--- config.mk ---
export PLATFORM = sky130hd
export DESIGN_NAME = vicuna_cluster_ctrl_flat
export DESIGN_NICKNAME = d
export VERILOG_FILES = /design/src/rtl/vicuna_cluster_ctrl_pkg.sv /design/src/rtl/vicuna_cluster_ctrl_if.sv /design/src/rtl/vicuna_core_seq.sv /design/src/rtl/vicuna_cluster_ctrl.sv /design/src/flat_wrapper.sv
export SDC_FILE = /design/constraint.sdc
export NUM_CORES = 1
export LEC_CHECK = 0
export CORE_MARGIN = 3
export CORE_UTILIZATION = 30
export DETAILED_ROUTE_END_ITERATION = 10
export GPL_ROUTABILITY_DRIVEN = 0
export PLACE_DENSITY = 0.68
export SYNTH_ARGS = -nofsm -noshare
export SYNTH_HDL_FRONTEND = slang
export SYNTH_SLANG_ARGS = --single-unit
--- constraint.sdc ---
create_clock -name clk_i -period 3.3 [get_ports clk_i]
set_clock_uncertainty 0.1 [all_clocks]
set_input_delay 0.66 -clock clk_i [delete_from_list [all_inputs] [get_ports clk_i]]
set_output_delay 0.66 -clock clk_i [all_outputs]
set_load 0.03 [all_outputs]
--- src/rtl/vicuna_cluster_ctrl_pkg.sv ---
// Shared types and constants for the Vicuna cluster controller: register map,
// per-core sequencer states, TL-UL opcodes and response integrity helper.
package vicuna_cluster_ctrl_pkg;

    typedef enum logic [1:0] {
        ST_IDLE = 2'd0,
        ST_HOLD = 2'd1,
        ST_RUN  = 2'd2,
        ST_DONE = 2'd3
    } core_state_e;

    // Word indices (byte offset >> 2); BOOT_ADDR[i] lives at BOOT_IDX + i.
    localparam logic [9:0] CTRL_IDX   = 10'd0;
    localparam logic [9:0] STATUS_IDX = 10'd1;
    localparam logic [9:0] DONE_IDX   = 10'd2;
    localparam logic [9:0] IRQ_EN_IDX = 10'd3;
    localparam logic [9:0] BOOT_IDX   = 10'd4;

    localparam int unsigned CTRL_START_LSB = 0;
    localparam int unsigned CTRL_STOP_LSB  = 16;

    localparam logic [2:0] TL_PUT_FULL    = 3'd0;
    localparam logic [2:0] TL_PUT_PARTIAL = 3'd1;
    localparam logic [2:0] TL_GET         = 3'd4;
    localparam logic [2:0] TL_ACK         = 3'd0;
    localparam logic [2:0] TL_ACK_DATA    = 3'd1;

    typedef struct packed {
        logic [6:0] rsp_intg;
        logic [6:0] data_intg;
    } tl_d_user_t;

    // 7-bit check code: XOR-fold of the zero-extended word into 7-bit lanes.
    function automatic logic [6:0] intg_code(input logic [31:0] data);
        logic [34:0] ext;
        ext = {3'b000, data};
        return ext[6:0] ^ ext[13:7] ^ ext[20:14] ^ ext[27:21] ^ ext[34:28];
    endfunction

endpackage

--- src/rtl/vicuna_cluster_ctrl_if.sv ---
// TL-UL channel A/D bundle between the management crossbar and the cluster controller.
interface vicuna_cluster_ctrl_if;
    logic                                a_valid;
    logic [2:0]                          a_opcode;
    logic [1:0]                          a_size;
    logic [7:0]                          a_source;
    logic [31:0]                         a_address;
    logic [3:0]                          a_mask;
    logic [31:0]                         a_data;
    logic                                a_ready;
    logic                                d_valid;
    logic [2:0]                          d_opcode;
    logic [1:0]                          d_size;
    logic [7:0]                          d_source;
    logic [31:0]                         d_data;
    logic                                d_error;
    vicuna_cluster_ctrl_pkg::tl_d_user_t d_user;
    logic                                d_ready;

    modport master (
        output a_valid, a_opcode, a_size, a_source, a_address, a_mask, a_data, d_ready,
        input  a_ready, d_valid, d_opcode, d_size, d_source, d_data, d_error, d_user
    );

    modport slave (
        input  a_valid, a_opcode, a_size, a_source, a_address, a_mask, a_data, d_ready,
        output a_ready, d_valid, d_opcode, d_size, d_source, d_data, d_error, d_user
    );
endinterface

--- src/rtl/vicuna_core_seq.sv ---
// Per-core sequencer: IDLE/HOLD/RUN/DONE state machine, reset hold counter and the
// registered active-low core reset.
module vicuna_core_seq
    import vicuna_cluster_ctrl_pkg::*;
#(
    parameter int unsigned ResetHoldCycles = 16
) (
    input  logic        clk_i,
    input  logic        rst_i,
    input  logic        start_i,
    input  logic        stop_i,
    input  logic        done_i,
    output core_state_e state_o,
    output logic        done_evt_o,
    output logic        rst_no
);
    localparam int unsigned    CntW    = $clog2(ResetHoldCycles + 1);
    localparam logic [CntW-1:0] CntLast = CntW'(ResetHoldCycles - 1);

    core_state_e     state_r, state_d;
    logic [CntW-1:0] cnt_r, cnt_d;
    logic            rst_n_r;

    // Next state; STOP overrides everything and suppresses a coincident done.
    always_comb begin
        state_d    = state_r;
        cnt_d      = cnt_r;
        done_evt_o = 1'b0;
        if (stop_i) begin
            state_d = ST_IDLE;
            cnt_d   = '0;
        end else begin
            case (state_r)
                ST_IDLE, ST_DONE: begin
                    if (start_i) begin
                        state_d = ST_HOLD;
                        cnt_d   = '0;
                    end else begin
                        state_d = state_r;
                    end
                end
                ST_HOLD: begin
                    if (cnt_r == CntLast) begin
                        state_d = ST_RUN;
                        cnt_d   = '0;
                    end else begin
                        cnt_d = cnt_r + CntW'(1);
                    end
                end
                ST_RUN: begin
                    if (done_i) begin
                        state_d    = ST_DONE;
                        done_evt_o = 1'b1;
                    end else begin
                        state_d = ST_RUN;
                    end
                end
                default: begin
                    state_d = ST_IDLE;
                    cnt_d   = '0;
                end
            endcase
        end
    end

    // State, counter and reset flop; the reset output lags the state by one cycle.
    always_ff @(posedge clk_i) begin
        if (rst_i) begin
            state_r <= ST_IDLE;
            cnt_r   <= '0;
            rst_n_r <= 1'b0;
        end else begin
            state_r <= state_d;
            cnt_r   <= cnt_d;
            rst_n_r <= (state_r == ST_RUN);
        end
    end

    assign state_o = state_r;
    assign rst_no  = rst_n_r;

endmodule

--- src/rtl/vicuna_cluster_ctrl.sv ---
// TL-UL device that sequences the Vicuna worker cores: register file, decode,
// one-outstanding response path and the done interrupt.
module vicuna_cluster_ctrl
    import vicuna_cluster_ctrl_pkg::*;
#(
    parameter int unsigned NumCores        = 2,
    parameter int unsigned ResetHoldCycles = 16,
    parameter logic [31:0] BootAddrDefault = 32'h0
) (
    input  logic                       clk_i,
    input  logic                       rst_i,
    vicuna_cluster_ctrl_if.slave       tl,
    output logic [NumCores-1:0]        core_rst_no,
    output logic [NumCores-1:0][31:0]  core_boot_addr_o,
    input  logic [NumCores-1:0]        core_done_i,
    output logic                       irq_o
);
    core_state_e               state_s [NumCores];
    logic [NumCores-1:0]       start_s, stop_s, done_evt_s, boot_sel_s, boot_busy_s, w1c_s;
    logic [NumCores-1:0][31:0] boot_addr_r;
    logic [NumCores-1:0]       done_flags_r, done_flags_d, irq_en_r, irq_en_d;
    logic                      irq_r;
    logic                      accept_s, is_read_s, is_write_s, map_hit_s, err_s, wr_ok_s;
    logic [9:0]                word_idx_s, boot_idx_s;
    logic [31:0]               status_s, rdata_s;
    logic                      d_valid_r, d_error_r;
    logic [2:0]                d_opcode_r;
    logic [1:0]                d_size_r;
    logic [7:0]                d_source_r;
    logic [31:0]               d_data_r;
    logic                      unused_s;

    assign accept_s   = tl.a_valid && tl.a_ready;
    assign word_idx_s = tl.a_address[11:2];
    assign boot_idx_s = word_idx_s - BOOT_IDX;
    assign is_read_s  = (tl.a_opcode == TL_GET);
    assign is_write_s = (tl.a_opcode == TL_PUT_FULL) || (tl.a_opcode == TL_PUT_PARTIAL);
    assign wr_ok_s    = accept_s && is_write_s && !err_s;
    assign unused_s   = ^{tl.a_address[31:12], tl.a_address[1:0]};
    assign status_s[31:2*NumCores] = '0;

    for (genvar g = 0; g < NumCores; g++) begin : gen_core
        assign boot_sel_s[g]  = (word_idx_s >= BOOT_IDX) && (boot_idx_s == 10'(g));
        assign boot_busy_s[g] = boot_sel_s[g] && ((state_s[g] == ST_HOLD) || (state_s[g] == ST_RUN));
        assign start_s[g]     = wr_ok_s && (word_idx_s == CTRL_IDX) && tl.a_data[CTRL_START_LSB + g];
        assign stop_s[g]      = wr_ok_s && (word_idx_s == CTRL_IDX) && tl.a_data[CTRL_STOP_LSB + g];
        assign status_s[2*g +: 2] = state_s[g];

        vicuna_core_seq #(
            .ResetHoldCycles(ResetHoldCycles)
        ) u_seq (
            .clk_i      (clk_i),
            .rst_i      (rst_i),
            .start_i    (start_s[g]),
            .stop_i     (stop_s[g]),
            .done_i     (core_done_i[g]),
            .state_o    (state_s[g]),
            .done_evt_o (done_evt_s[g]),
            .rst_no     (core_rst_no[g])
        );
    end

    // Address decode, read mux and error classification for the request on channel A.
    always_comb begin
        rdata_s   = 32'h0;
        map_hit_s = 1'b0;
        case (word_idx_s)
            CTRL_IDX:   map_hit_s = 1'b1;
            STATUS_IDX: begin map_hit_s = 1'b1; rdata_s = status_s; end
            DONE_IDX:   begin map_hit_s = 1'b1; rdata_s = 32'(done_flags_r); end
            IRQ_EN_IDX: begin map_hit_s = 1'b1; rdata_s = 32'(irq_en_r); end
            default: begin
                map_hit_s = |boot_sel_s;
                for (int i = 0; i < NumCores; i++) begin
                    if (boot_sel_s[i]) begin
                        rdata_s = boot_addr_r[i];
                    end else begin
                        rdata_s = rdata_s;
                    end
                end
            end
        endcase
        err_s = !map_hit_s || !(is_read_s || is_write_s) ||
                (is_write_s && ((tl.a_mask != 4'hF) || (|boot_busy_s)));
    end

    // Next values of the done flags (a new done beats a same-cycle clear) and IRQ enables.
    always_comb begin
        if (wr_ok_s && (word_idx_s == DONE_IDX)) begin
            w1c_s = tl.a_data[NumCores-1:0];
        end else begin
            w1c_s = '0;
        end
        if (wr_ok_s && (word_idx_s == IRQ_EN_IDX)) begin
            irq_en_d = tl.a_data[NumCores-1:0];
        end else begin
            irq_en_d = irq_en_r;
        end
        done_flags_d = (done_flags_r & ~w1c_s) | done_evt_s;
    end

    // Register file and interrupt flop.
    always_ff @(posedge clk_i) begin
        if (rst_i) begin
            done_flags_r <= '0;
            irq_en_r     <= '0;
            irq_r        <= 1'b0;
            boot_addr_r  <= {NumCores{BootAddrDefault}};
        end else begin
            done_flags_r <= done_flags_d;
            irq_en_r     <= irq_en_d;
            irq_r        <= |(done_flags_d & irq_en_d);
            for (int i = 0; i < NumCores; i++) begin
                if (wr_ok_s && boot_sel_s[i]) begin
                    boot_addr_r[i] <= tl.a_data;
                end
            end
        end
    end

    // Single outstanding response; held until the host takes it.
    always_ff @(posedge clk_i) begin
        if (rst_i) begin
            d_valid_r  <= 1'b0;
            d_opcode_r <= 3'h0;
            d_size_r   <= 2'h0;
            d_source_r <= 8'h0;
            d_data_r   <= 32'h0;
            d_error_r  <= 1'b0;
        end else if (accept_s) begin
            d_valid_r  <= 1'b1;
            d_opcode_r <= is_read_s ? TL_ACK_DATA : TL_ACK;
            d_size_r   <= tl.a_size;
            d_source_r <= tl.a_source;
            d_data_r   <= (is_read_s && !err_s) ? rdata_s : 32'h0;
            d_error_r  <= err_s;
        end else if (tl.d_ready) begin
            d_valid_r <= 1'b0;
        end else begin
            d_valid_r <= d_valid_r;
        end
    end

    assign tl.a_ready  = !d_valid_r && !rst_i;
    assign tl.d_valid  = d_valid_r;
    assign tl.d_opcode = d_opcode_r;
    assign tl.d_size   = d_size_r;
    assign tl.d_source = d_source_r;
    assign tl.d_data   = d_data_r;
    assign tl.d_error  = d_error_r;
    assign tl.d_user   = {intg_code({18'h0, d_opcode_r, d_size_r, d_source_r, d_error_r}),
                          intg_code(d_data_r)};

    assign core_boot_addr_o = boot_addr_r;
    assign irq_o            = irq_r;

endmodule

--- src/flat_wrapper.sv ---
// flat-port wrapper written by rule: the top's interface ports become plain ports
module vicuna_cluster_ctrl_flat import vicuna_cluster_ctrl_pkg::*;
#(
    parameter int unsigned NumCores        = 2,
    parameter int unsigned ResetHoldCycles = 16,
    parameter logic [31:0] BootAddrDefault = 32'h0
)
  (clk_i, rst_i, core_rst_no, core_boot_addr_o, core_done_i, irq_o, tl_a_valid, tl_a_opcode, tl_a_size, tl_a_source, tl_a_address, tl_a_mask, tl_a_data, tl_d_ready, tl_a_ready, tl_d_valid, tl_d_opcode, tl_d_size, tl_d_source, tl_d_data, tl_d_error, tl_d_user);
  vicuna_cluster_ctrl_if tl_i ();
  input  logic clk_i;
  input  logic rst_i;
  output logic [NumCores-1:0] core_rst_no;
  output logic [NumCores-1:0][31:0] core_boot_addr_o;
  input  logic [NumCores-1:0] core_done_i;
  output logic irq_o;
  input wire logic [$bits(tl_i.a_valid)-1:0] tl_a_valid;
  input wire logic [$bits(tl_i.a_opcode)-1:0] tl_a_opcode;
  input wire logic [$bits(tl_i.a_size)-1:0] tl_a_size;
  input wire logic [$bits(tl_i.a_source)-1:0] tl_a_source;
  input wire logic [$bits(tl_i.a_address)-1:0] tl_a_address;
  input wire logic [$bits(tl_i.a_mask)-1:0] tl_a_mask;
  input wire logic [$bits(tl_i.a_data)-1:0] tl_a_data;
  input wire logic [$bits(tl_i.d_ready)-1:0] tl_d_ready;
  output wire logic [$bits(tl_i.a_ready)-1:0] tl_a_ready;
  output wire logic [$bits(tl_i.d_valid)-1:0] tl_d_valid;
  output wire logic [$bits(tl_i.d_opcode)-1:0] tl_d_opcode;
  output wire logic [$bits(tl_i.d_size)-1:0] tl_d_size;
  output wire logic [$bits(tl_i.d_source)-1:0] tl_d_source;
  output wire logic [$bits(tl_i.d_data)-1:0] tl_d_data;
  output wire logic [$bits(tl_i.d_error)-1:0] tl_d_error;
  output wire logic [$bits(tl_i.d_user)-1:0] tl_d_user;
  assign tl_i.a_valid = tl_a_valid;
  assign tl_i.a_opcode = tl_a_opcode;
  assign tl_i.a_size = tl_a_size;
  assign tl_i.a_source = tl_a_source;
  assign tl_i.a_address = tl_a_address;
  assign tl_i.a_mask = tl_a_mask;
  assign tl_i.a_data = tl_a_data;
  assign tl_i.d_ready = tl_d_ready;
  assign tl_a_ready = tl_i.a_ready;
  assign tl_d_valid = tl_i.d_valid;
  assign tl_d_opcode = tl_i.d_opcode;
  assign tl_d_size = tl_i.d_size;
  assign tl_d_source = tl_i.d_source;
  assign tl_d_data = tl_i.d_data;
  assign tl_d_error = tl_i.d_error;
  assign tl_d_user = tl_i.d_user;
  vicuna_cluster_ctrl #(.NumCores(NumCores), .ResetHoldCycles(ResetHoldCycles), .BootAddrDefault(BootAddrDefault)) u_core (.clk_i(clk_i), .rst_i(rst_i), .tl(tl_i), .core_rst_no(core_rst_no), .core_boot_addr_o(core_boot_addr_o), .core_done_i(core_done_i), .irq_o(irq_o));
endmodule
==> flow_metrics.env <==
export IMPL_outcome="completed"
export IMPL_irDropWorstVdd_mv=0.333
export IMPL_postCtsResizedCells=0
export IMPL_area_growth_pct=42.6
export IMPL_vias_per_cell=4.81
export IMPL_clk_latency_ns=0.41
export IMPL_fin_crit_ns=2.89
export IMPL_crit_start="u_core.tl.d_data[14]"
export IMPL_grt_max_degree=78
export IMPL_grt_pass1_wl_um=29400
export IMPL_worst_ep_arrival_time_ns=2.13
export IMPL_coreArea_mm2=0.0204
export IMPL_min_path_type="flip-flop to flip-flop"
export IMPL_place_port_buffers=191
export IMPL_synth_seq_cells=130
export IMPL_setup_viol=0
export IMPL_r2r_start="u_core.gen_core[0].u_seq.state_o[0]"
export IMPL_yosys_top_cells_area="dfxtp_1 (41%), mux2i_1 (6.0%), mux2_2 (5.7%)"
export IMPL_worstMarginPinSlew_ns=0.984
export IMPL_initial_core_util_pct=30.9
export IMPL_min_from="u_core.gen_core[1].u_seq.cnt_r[4]"
export IMPL_rows=52
export IMPL_grt_setup_unrepaired="false"
export IMPL_fmax_mhz=346
export IMPL_async_reset_ff_share_pct=0
export IMPL_dp_hpwl_um=13700
export IMPL_drv_slew=0
export IMPL_antenna_found_initial=0
export IMPL_drt_pass1_iter_count=4
export IMPL_grt_use_total_pct=16.7
export IMPL_period_share_pct=87.6
export IMPL_io_pins=216
export IMPL_max_cap_viol_count=0
export IMPL_p_leak_nw=3.16
export IMPL_hold_buffers=0
export IMPL_die_height_um=151
export IMPL_vias=5465
export IMPL_fp_dieW_um=151
export IMPL_clkTransAtPathRegs_ns=0.06
export IMPL_wire_per_inst_um=16.8
export IMPL_grt_ovfl_total=0
export IMPL_synthCells=675
export IMPL_cts_sinks=130
export IMPL_ys_seq_area_share_pct=41.3
export IMPL_grt_pass1_vias=5278
export IMPL_max_slew_margin_pct=34.4
export IMPL_start_kind="flip-flop"
export IMPL_holdWs_ns=0.351
export IMPL_dp_slack_ns=0.179
export IMPL_drc_errors=0
export IMPL_cts_max_path_buffers=2
export IMPL_drive_gt1_share_pct=18.5
export IMPL_cp_required_ns=2.54
export IMPL_dieArea_mm2=0.0228
export IMPL_ant_nets=0
export IMPL_fin_ws_ns=0.409
export IMPL_finalNonFillerCells=1135
export IMPL_syn_cell_area_mm2=0.00630
export IMPL_syn_avg_cell_area_um2=9.34
export IMPL_wirelength_um=19000
export IMPL_cts_tree="yes"
export IMPL_post_route_util_pct=44.0
export IMPL_synth_edff_count=0
export IMPL_synth_top_area_cell="dfxtp_1"
export IMPL_dpl_cell_count=1103
export IMPL_synth_ff_type="dfxtp_1"
export IMPL_ys_types=65
export IMPL_worst_setup_path_end_kind="output port"
export IMPL_drt_iter0_markers=281
export IMPL_power_density_mw_per_mm2=473
export IMPL_ys_warnings_count=0
export IMPL_cts_root_buffer="clkbuf_16"
export IMPL_path_max_fanout=3
export IMPL_final_setup_tns_ns=0
export IMPL_hold_violations=0
export IMPL_worstSetupPathType="flip-flop to output port"
export IMPL_post_synth_top_area_fraction_pct=41.3
export IMPL_htreeDepth=4
export IMPL_fin_nets=945
export IMPL_postCtsSetupRepairBufs=0
export IMPL_cts_made_buffers=17
## final timing paths
| check | slack (ns) | cells after the start | endpoint |
|---|---|---|---|
| min reg2reg | 0.35 | 2 | u_core.gen_core[1].u_seq.cnt_r[4] |
| max | 0.41 | 4 | tl_d_user[0] |
| max reg2reg | 0.63 | 9 | u_core.core_boot_addr_o[6] |
| min | 0.35 | 2 | u_core.gen_core[1].u_seq.cnt_r[4] |
## cells by family (layout without fill, tap and decap cells)
group	count (synthesis)	count (layout)	share of synthesized area, %
and+or+nand+nor	254	254	20.4
xor gates and xnor gates	30	30	4.17
muxes	70	70	11.7
other	1	3	0.0595
AOI/OAI and AO/OA	120	120	14.8
DFF	130	130	41.3
buffers and inverters	64	252	6.39
adders and majority gates	6	6	1.19
## metrics by stage
step           area [µm²]  total power, W
2_1_floorplan        6310         0.00210
3_3_place_gp         8380         0.00232
3_5_place_dp         8380         0.00233
4_1_cts              8990         0.00431
5_1_grt              8990         0.00445
6_report             8990         0.00425
## area by class of cell
cell class / instances / area [µm²]
flip-flops and latches: 130 / 2600
inverters: 13 / 48.8
well taps: 270 / 338
fillers: 1999 / 11400
clock inverters: 12 / 156
repair buffers: 208 / 2080
multi-input cells: 482 / 3310
diodes: 1 / 2.50
clock buffers: 19 / 453
## power by group
part	switching, W	leakage, nW	internal (W)
clock	0.000722	0.300	0.00123
combinational	0.000379	1.81	0.000270
sequential	0.0000345	1.05	0.00162
## metal layers
metal  share of wire [%]  GRT usage (%)
met5                   0              0
met4                 2.3           6.57
met3                 6.2           4.31
met2                  46           26.4
met1                  45           21.7
## cells in the final DEF, fill, tap and decap left out, drive strengths merged, types with 7 or more instances in the layout
cell	synthesis	layout
o21ai	11	11
clkbuf	25	19
xnor2	22	22
nand3	23	23
nor3	7	7
mux2	32	32
xor2	8	8
nand4	12	12
mux2i	38	38
buf	26	19
nor2	75	75
a21oi	43	43
a22oi	32	32
inv	13	15
clkdlybuf4s50	0	189
nand2	107	107
dfxtp	130	130
## critical path, stage by stage, from the launching register on
cell and delay [ns]:
dfxtp_1 0.34, xnor2_1 0.29, xnor2_1 0.21, xnor2_1 0.15, clkdlybuf4s50_1 0.72
## synth_stat cells (all sizes together), types with 2 or more instances
cell type  count
mux2          32
nand4         12
nor4           3
nand2        107
ha             6
nand2b         2
a22oi         32
dfxtp        130
and2           4
inv           13
a221oi         3
a21o           2
nor3           7
o21a           3
o22ai          3
a31oi          3
nor2b          3
clkbuf        25
mux2i         38
xnor2         22
a211oi         4
o31a           2
and3           3
nor2          75
buf           26
a21bo          2
nor4b          3
o21ai         11
and3b          2
xor2           8
nand3b         3
nor3b          2
a2111oi        2
nand3         23
o211ai         2
a22o           2
a21oi         43
## sequential cells by signal, indices dropped and copies added (netlist names)
name / flops
u_core.core_boot_addr_o: 64
u_core.tl.d_data: 32
u_core.gen_core.u_seq.cnt_r: 10
u_core.tl.d_source: 8
u_core.gen_core.u_seq.state_o: 4
u_core.done_flags_r: 2
u_core.gen_core.u_seq.rst_no: 2
u_core.irq_en_r: 2
u_core.tl.d_size: 2
u_core.irq_o: 1
u_core.tl.d_error: 1
u_core.tl.d_opcode: 1
u_core.tl.d_valid: 1
(Power assumes the default switching activity.)
